[src/rtl/pe_tap_sequencer.sv]
// Tap sequencer for one PE: walks a KERNEL_SIZE-tap MAC window, drains the PE pipe, hands off psum.
// Optional stall counter enabled by defining PE_SEQ_STALL_CNT_EN.
module pe_tap_sequencer #(
  parameter int unsigned KERNEL_SIZE = 9,
  parameter int unsigned PIPE_LAT    = 2,
  parameter int unsigned CNT_W       = $clog2(KERNEL_SIZE + 1)
) (
  input  logic             clk,
  input  logic             rstn,
  input  logic             start,
  output logic             busy,
  input  logic             in_valid,
  output logic             in_ready,
  output logic             pe_en,
  output logic             mult_seln,
  output logic             acc_seln,
  output logic [CNT_W-1:0] tap_idx,
  output logic             out_valid,
  input  logic             out_ready,
  output logic             done,
  output logic [31:0]      stall_cnt
);

  localparam int unsigned      LAT_W   = (PIPE_LAT > 1) ? $clog2(PIPE_LAT) : 1;
  localparam logic [CNT_W-1:0] TapLast = CNT_W'(KERNEL_SIZE - 1);
  localparam logic [LAT_W-1:0] LatLast = LAT_W'((PIPE_LAT > 0) ? PIPE_LAT - 1 : 0);

  typedef enum logic [1:0] {StIdle, StAccum, StDrain, StOut} state_e;

  state_e           state_q, state_d;
  logic [CNT_W-1:0] tap_q, tap_d;
  logic [LAT_W-1:0] lat_q, lat_d;
  logic             done_q, done_d;
  logic             start_acc;
  logic             mult_sel_raw;

  always_comb begin
    state_d      = state_q;
    tap_d        = tap_q;
    lat_d        = lat_q;
    done_d       = 1'b0;
    start_acc    = 1'b0;
    in_ready     = 1'b0;
    pe_en        = 1'b0;
    mult_sel_raw = 1'b1;
    acc_seln     = 1'b0;
    out_valid    = 1'b0;
    unique case (state_q)
      StIdle: begin
        if (start) begin
          state_d   = StAccum;
          tap_d     = '0;
          start_acc = 1'b1;
        end
      end
      StAccum: begin
        in_ready     = 1'b1;
        pe_en        = in_valid;
        mult_sel_raw = ~in_valid;
        acc_seln     = in_valid && (tap_q == '0);
        if (in_valid) begin
          // Counter parks on the last tap so tap_idx never leaves 0..KERNEL_SIZE-1
          if (tap_q == TapLast) begin
            lat_d   = '0;
            state_d = (PIPE_LAT == 0) ? StOut : StDrain;
          end else begin
            tap_d = tap_q + 1'b1;
          end
        end
      end
      StDrain: begin
        pe_en = 1'b1;
        if (lat_q == LatLast) begin
          state_d = StOut;
        end else begin
          lat_d = lat_q + 1'b1;
        end
      end
      StOut: begin
        out_valid = 1'b1;
        if (out_ready) begin
          done_d = 1'b1;
          if (start) begin
            state_d   = StAccum;
            tap_d     = '0;
            start_acc = 1'b1;
          end else begin
            state_d = StIdle;
          end
        end
      end
      default: state_d = StIdle;
    endcase
  end

  always_ff @(posedge clk or negedge rstn) begin
    if (!rstn) begin
      state_q <= StIdle;
      tap_q   <= '0;
      lat_q   <= '0;
      done_q  <= 1'b0;
    end else begin
      state_q <= state_d;
      tap_q   <= tap_d;
      lat_q   <= lat_d;
      done_q  <= done_d;
    end
  end

  assign busy      = (state_q != StIdle);
  assign tap_idx   = (state_q == StAccum) ? tap_q : '0;
  // Zero-product select is idle-high, but every output must read 0 while reset is held
  assign mult_seln = mult_sel_raw & rstn;
  assign done      = done_q;

`ifdef PE_SEQ_STALL_CNT_EN
  logic [31:0] stall_q;
  logic        stall_evt;

  assign stall_evt = ((state_q == StAccum) && !in_valid) || ((state_q == StOut) && !out_ready);

  always_ff @(posedge clk or negedge rstn) begin
    if (!rstn) begin
      stall_q <= '0;
    end else if (start_acc) begin
      stall_q <= '0;
    end else if (stall_evt && (stall_q != 32'hFFFF_FFFF)) begin
      stall_q <= stall_q + 32'd1;
    end
  end

  assign stall_cnt = stall_q;
`else
  assign stall_cnt = 32'd0;
`endif

endmodule

[config.mk]
export PLATFORM = sky130hd
export DESIGN_NAME = pe_tap_sequencer
export DESIGN_NICKNAME = d
export VERILOG_FILES = /design/src/rtl/pe_tap_sequencer.sv
export SDC_FILE = /design/constraint.sdc
export NUM_CORES = 1
export LEC_CHECK = 0
export CAP_MARGIN = 10
export CORE_MARGIN = 10
export CORE_UTILIZATION = 58
export CTS_BUF_LIST = sky130_fd_sc_hd__clkbuf_2
export DETAILED_ROUTE_END_ITERATION = 10
export DONT_BUFFER_PORTS = 1
export PLACE_DENSITY = 0.85
export SLEW_MARGIN = 20
export SYNTH_ARGS = -nofsm -noshare
export SYNTH_HDL_FRONTEND = slang
export SYNTH_SLANG_ARGS = --single-unit
[constraint.sdc]
create_clock -name clk -period 1.7 [get_ports clk]
set_clock_uncertainty 0.05 [all_clocks]
set_input_delay 0.255 -clock clk [delete_from_list [all_inputs] [get_ports clk]]
set_output_delay 0.255 -clock clk [all_outputs]
set_load 0.02 [all_outputs]
==> qor.csv, run 1 <==
stage;metric;value;unit
run_status;status;complete, but fails checks;
run_status;violations;setup timing;
worst_setup_path;reg2reg_depth;7;
synth;ys_types;28;
route;routedWlPerCell;19.4;um
sta;postLayoutSetupSlackWorst;-0.135;ns
sta;setup_tns;-0.597;ns
finish;drive_above_1_share;42.0;%
power_and_ir_drop;power.leakage;0.550;nW
sta;min_period;1.84;ns
floorplanning;core_area;1350;um2
floorplanning;row_count;13;
worst_setup_path;path_buf_inv;2;
power_and_ir_drop;power;2.24;mW
power_and_ir_drop;powerDensity;2040;nW/um2
grt;grt_max_degree;9;
finish;final_cell_count_no_fill;134;
finish;final_util;81.6;%
place;dp.cells;122;
finish;final_area;1100;um2
route;first_pass_iters;4;
clocking;root_buffer;clkbuf_2;
worst_setup_path;r2r_end;state_q[1];
worst_setup_path;crit_family;flip-flops;
sta;rsz0062_at_grt;yes;
clocking;cts.clk_slew.worst_paths;0.12;ns
sta;timing.fmax;545;MHz
grt;grt_most_used_layer;met2;
route;dr.first_iter.drc_count;38;
route;drt-total-wl;2600;um
grt;gr-total-overflow;0;
synth;synth_seq_cells;8;
sta;drv_slew;0;
floorplanning;die_w;58.6;um
floorplanning;die-area;3440;um2
worst_setup_path;crit_arrival;1.93;ns
run;maxCapViolCount;0;
sta;final-hold-violation-count;0;
synth;syn_inst;95;
clocking;cts_tree;built;
grt;antenna_found_initial;0;
sta;setup_viol;10;
synth;yosys_warnings;0;
finish;syn_to_final_growth;27.2;%
place;dpl_cell_area;902;um2
worst_setup_path;crit_cells;7;
synth;yosysSeqAreaShare;23.1;%
synth;netlist_area;866;um2
worst_setup_path;critPathKind;flop to flop;
worst_setup_path;end_kind;flop;
synth;synth.avg_cell_area;9.11;um2
clocking;clk_latency;0.25;ns
floorplanning;start_util;64.1;%
grt;grtUsageTotal;13.0;%
place;dp_hpwl;1670;um
place;place.gp.congestion;0.854;
grt;grt_pass1_vias;689;
grt;use_met1;12.5;%
clocking;cts_made_buffers;3;
route;ant_nets;0;
worst_setup_path;crit_path_top_delay_cell;dfrtp_2;
worst_setup_path;startpoint_type;flop;
route;vias;692;
grt;grt_pass1_wl;3640;um
grt;grt_util_met3;7.51;%
power_and_ir_drop;peakVddDrop;1.47;mV
worst_setup_path;worstPathRequired;1.79;ns
route;avgViaCountPerCell;5.16;
clocking;cts_max_level;1;
worst_setup_path;cp-startpoint;state_q[1];
hold_path;hold_class;input port to flop;
worst_setup_path;r2r_start;state_q[1];
grt;grt.met2_usage;23.1;%
sta;fin_hold_ws;0.0873;ns
clocking;cts.path.max_buffers;2;
sta;finalCritPeriodShare;108;%
worst_setup_path;r2r_setup_slack;-0.14;ns
worst_setup_path;slowest_delay;0.40;ns
finish;nets;133;
worst_setup_path;critPathMaxFanout;3;
floorplanning;die_y;58.6;um
clocking;clock_sinks;8;
finish;diodes;0;
route;drcViolationCount;0;
worst_setup_path;crit_path_end;state_q[1];
worst_setup_path;crit_chain;inv_2 -> buf_4 -> ha_4 -> nor2b_4 -> a2111oi_4 -> nand2_1 -> mux2_4;
place;pre_cts_ws;-0.101;ns
floorplanning;pin_count;48;
place;port_buffers;0;
worst min-delay path by stage:
stage | endpoint | from | depth (start not counted)
final | done | out_ready | 1
after global placement | tap_q[1] | rstn | 0
after detailed placement | tap_q[1] | rstn | 0
after CTS | done | out_ready | 1
after global routing | done | out_ready | 1
after floorplan | done | rstn | 0
cell usage in the layout, fill, tap and decap left out, drive strengths merged:
cell,n
a2111oi,1
dfrtp,8
nor4,1
ha,8
buf,20
and2,4
a21oi,1
a32oi,1
nand2,5
o21ai,3
and3,1
dlygate4sd3,1
nor3,2
a21boi,1
o2bb2ai,1
o211ai,1
conb,32
nand3b,2
nor2,1
a221o,1
mux2i,2
nand2b,1
nor2b,4
nand3,1
clkbuf,4
mux2,2
a211oi,1
inv,9
power by group:
part / switching (mW) / total (mW) / leakage, nW / internal, mW
logic: 0.883 / 1.73 / 0.432 / 0.851
clock network: 0.0826 / 0.145 / 0.0166 / 0.0625
registers: 0.0975 / 0.365 / 0.102 / 0.268
total: 1.06 / 2.24 / 0.550 / 1.18
final cells by class:
class / count / area (um2)
multi-input cells: 77 / 628
fillers: 83 / 249
flip-flops and latches: 8 / 203
repair buffers: 21 / 198
inverters: 9 / 33.8
clock buffers: 4 / 20.0
well taps: 15 / 18.8
flip-flops by register name, summed over array words and instances (netlist names):
name     cells
done         1
lat_q        1
state_q      2
tap_q        4
metal layers:
metal	routed length, um	part of all wire [%]
met5	0	0
met4	82	3.1
met3	448	17
met2	1280	49
met1	795	31
logic make-up (layout without fill, tap and decap cells):
| logic type | after synthesis | after routing | synth area share, % |
|---|---|---|---|
| compound gates | 11 | 11 | 11.7 |
| fa+ha+maj | 8 | 8 | 11.6 |
| buf+inv | 41 | 34 | 31.6 |
| flops | 8 | 8 | 23.1 |
| mux | 4 | 4 | 4.91 |
| other cells | 1 | 32 | 0.433 |
| simple gates | 22 | 22 | 16.6 |
worst reg2reg max path, stage by stage, from the launching register on:
cell and delay, ns:
dfrtp_2 0.40, inv_2 0.05, buf_4 0.14, ha_4 0.17
nor2b_4 0.14, a2111oi_4 0.34, nand2_1 0.13, mux2_4 0.32
synth_stat cells:
cell / number / area, um2
nor2b_1: 3 / 18.8
nand2b_1: 1 / 6.26
nor2b_4: 1 / 13.8
a32oi_1: 1 / 8.76
nand3b_1: 2 / 15.0
o21ai_2: 1 / 8.76
mux2i_1: 2 / 20.0
buf_4: 32 / 240
mux2_1: 2 / 22.5
nor4_4: 1 / 21.3
a211oi_1: 1 / 7.51
ha_1: 8 / 100
a21boi_0: 1 / 7.51
and3_1: 1 / 6.26
and2_1: 4 / 25.0
nand2_1: 5 / 18.8
inv_1: 9 / 33.8
dfrtp_1: 8 / 200
o2bb2ai_1: 1 / 8.76
a21oi_1: 1 / 5.00
o211ai_1: 1 / 7.51
o21ai_1: 2 / 10.0
nor2_1: 1 / 3.75
a221o_1: 1 / 10.0
nor3_1: 2 / 10.0
nand3_1: 1 / 5.00
a2111oi_4: 1 / 27.5
conb_1: 1 / 3.75
timing repair:
item                       in CTS  in global routing
buffers inserted                5                  2
pin swaps                       2                  5
hold endpoints to repair        8                  0
hold buffers                    1                  0
gates resized for setup        15                 17
setup endpoints to repair       9                 14
Power figures use the tool's default switching activity.
==> run 2, diff against run 1 <==
--- a/config.mk
+++ b/config.mk
@@ -7,11 +7,10 @@
 export LEC_CHECK = 0
 export CAP_MARGIN = 10
 export CORE_MARGIN = 10
-export CORE_UTILIZATION = 58
+export CORE_UTILIZATION = 36
 export CTS_BUF_LIST = sky130_fd_sc_hd__clkbuf_2
 export DETAILED_ROUTE_END_ITERATION = 10
-export DONT_BUFFER_PORTS = 1
-export PLACE_DENSITY = 0.85
+export PLACE_DENSITY = 0.88
 export SLEW_MARGIN = 20
 export SYNTH_ARGS = -nofsm -noshare
 export SYNTH_HDL_FRONTEND = slang
==> qor.csv, run 2 (synthesis gave the netlist of run 1 again) <==
stage;metric;value;unit;change
clocking;hold_buffers;0;;was 1
worst_setup_path;slowest_delay;0.41;ns;was 0.40 ns
finish;multi_input_area;591;um2;was 628 um2
sta;drv_slew;0;;unchanged
run_status;violations;setup timing;;unchanged
grt;grt_pass1_wl;3650;um;was 3640 um
grt;gr-total-overflow;0;;unchanged
sta;min_period;1.83;ns;was 1.84 ns
finish;regArea;201;um2;was 203 um2
clocking;cts_tree;built;;unchanged
power_and_ir_drop;p_sw;0.995;mW;was 1.06 mW
grt;grtUsageTotal;8.92;%;was 13.0%
run_status;status;complete, but fails checks;;unchanged
place;dp_hpwl;1890;um;was 1670 um
sta;postLayoutSetupSlackWorst;-0.134;ns;was -0.135 ns
run;maxCapViolCount;0;;unchanged
grt;antenna_found_initial;0;;unchanged
power_and_ir_drop;peakVddDrop;1.08;mV;was 1.47 mV
power_and_ir_drop;power.leakage;0.625;nW;was 0.550 nW
finish;final_cell_count_no_fill;165;;was 134
clocking;cts_max_level;1;;unchanged
worst_setup_path;startpoint_type;flop;;unchanged
place;dp.cells;158;;was 122
power_and_ir_drop;internal-power;1.19;mW;was 1.18 mW
clocking;clock_sinks;8;;unchanged
finish;max_flop_register;tap_q;;unchanged
worst_setup_path;end_kind;flop;;unchanged
worst_setup_path;worstPathRequired;1.76;ns;was 1.79 ns
sta;timing.fmax;545;MHz;about the same
finish;drive_above_1_share;41.6;%;was 42.0%
sta;rsz0062_at_grt;yes;;unchanged
worst_setup_path;critPathMaxFanout;7;;was 3
route;routedWlPerCell;14.6;um;was 19.4 um
worst_setup_path;crit_chain;inv_2 -> ha_4 -> nor2b_4 -> buf_6 -> nor4_4 -> o21ai_2 -> a221o_1;;was inv_2 -> buf_4 -> ha_4 -> nor2b_4 -> a2111oi_4 -> nand2_1 -> mux2_4
finish;nets;151;;was 133
hold_path;hold_class;input port to async pin;;was input port to flop
route;avgViaCountPerCell;4.25;;was 5.16
finish;largest_register_ffs;4;;unchanged
clocking;cts.clk_slew.worst_paths;0.12;ns;about the same
clocking;clk_latency;0.25;ns;about the same
floorplanning;die_w;69.0;um;was 58.6 um
floorplanning;die-area;4770;um2;was 3440 um2
sta;final-hold-violation-count;0;;unchanged
sta;setup_viol;7;;was 10
route;dr.first_iter.drc_count;8;;was 38
route;ant_nets;0;;unchanged
power_and_ir_drop;pwr-share-seq;14.8;%;was 16.3%
finish;final_common_cell;conb_1;;unchanged
worst_setup_path;crit_family;compound AO/OA/AOI/OAI gates;;was flip-flops
floorplanning;die_y;69.0;um;was 58.6 um
power_and_ir_drop;power;2.18;mW;was 2.24 mW
clocking;cts_made_buffers;3;;unchanged
floorplanning;start_util;38.4;%;was 64.1%
floorplanning;row_count;17;;was 13
power_and_ir_drop;p_comb_share;78.6;%;was 77.3%
floorplanning;core_area;2250;um2;was 1350 um2
floorplanning;pin_count;48;;unchanged
finish;syn_to_final_growth;37.6;%;was 27.2%
grt;grt_max_degree;9;;unchanged
route;drcViolationCount;0;;unchanged
worst_setup_path;path_buf_inv;2;;unchanged
worst_setup_path;crit_path_top_delay_cell;dfrtp_1;;was dfrtp_2
worst_setup_path;critPathKind;flop to flop;;unchanged
power_and_ir_drop;netSwitchingFraction;45.5;%;was 47.4%
clocking;cts.path.max_buffers;2;;unchanged
place;port_buffers;15;;was 0
finish;diodes;0;;unchanged
finish;num-fill-cells;208;;was 83
worst_setup_path;crit_arrival;1.90;ns;was 1.93 ns
finish;reg_top3;tap_q x4, state_q x2;;unchanged
sta;finalCritPeriodShare;108;%;about the same
route;vias;701;;was 692
place;place.gp.congestion;0.850;;was 0.854
power_and_ir_drop;clockPowerShare;6.5;%;about the same
grt;grt_pass1_vias;777;;was 689
route;first_pass_iters;4;;unchanged
route;drt-total-wl;2400;um;was 2600 um
clocking;root_buffer;clkbuf_2;;unchanged
power_and_ir_drop;powerDensity;1830;nW/um2;was 2040 nW/um2
finish;mostFrequentLayoutCells;conb_1, buf_4, inv_1, dfrtp_1;;was conb_1, buf_4, buf_6, inv_1, dfrtp_1
## run 2: cell count changes in the layout (fill, tap and decap cells not counted), sizes merged
| cell | previous run | this run |
|---|---|---|
| buf | 20 | 33 |
| clkdlybuf4s50 | 0 | 5 |
| clkbuf | 4 | 5 |
| dlygate4sd3 | 1 | 0 |
## run 2: power by group through the flow
stage                     Clock, mW  Sequential, mW  Combinational [mW]
after detailed placement          0           0.319                1.54
after global placement            0           0.314                1.48
after global routing          0.152           0.333                1.86
after CTS                     0.143           0.320                1.59
after floorplan                   0           0.356               0.893
final                         0.143           0.324                1.72
## run 2: stage by stage
step | cell area (um2) | utilization (%) | setup slack (ns) | setup TNS (ns) | hold slack, ns
6_report | 1190 | 52.8 | -0.134 | -0.524 | 0.271
5_1_grt | 1190 | 52.8 | -0.198 | -1.24 | 0.276
4_1_cts | 1150 | 50.8 | -0.0987 | -0.317 | 0.265
3_5_place_dp | 1130 | 50.1 | -0.385 | -1.69 | 0.452
3_3_place_gp | 1130 | 50.1 | -0.307 | -1.20 | 0.424
2_1_floorplan | 1030 | - | -0.0447 | -0.0761 | -0.0906
## run 2: final timing paths
kind	from	endpoint	slack [ns]	depth (start not counted)
setup reg to reg	state_q[1]	tap_q[3]	-0.13	7
min in group clk	lat_q	lat_q	0.48	1
hold reg to reg	lat_q	lat_q	0.48	1
setup / recovery	state_q[1]	tap_q[3]	-0.13	7
max in group asynchronous	rstn	tap_q[3]	1.16	2
hold / removal	rstn	done	0.27	2
## run 2: cell type report
| cell class | instances | area share [%] |
|---|---|---|
| multi-input cells | 77 | 49.6 |
| flip-flops and latches | 8 | 16.9 |
| inverters | 9 | 2.84 |
| well taps | 28 | 2.94 |
| repair buffers | 39 | 26.1 |
| clock buffers | 4 | 1.68 |
## run 2: worst register-to-register path: cells and delay by family, from the launching register on
family / cells / cell delay (ns)
AOI/OAI and AO/OA: 2 / 0.43
DFF: 1 / 0.41
and+or+nand+nor: 2 / 0.39
buffers and inverters: 2 / 0.22
adders and majority gates: 1 / 0.19
## run 2: routing by layer
metal	GRT usage, %	vias to the layer above	share of wire [%]
li1	-	330	-
met1	8.54	333	33
met2	16.0	34	53
met3	4.56	4	11
met4	2.88	0	2.4
met5	0	-	0
## run 2: timing repair
| item | CTS | global route |
|---|---|---|
| gates resized for setup | 45 | 15 |
| setup endpoints to repair | 17 | 12 |
| setup buffers | 2 | 1 |
| pin swaps | 3 | 2 |
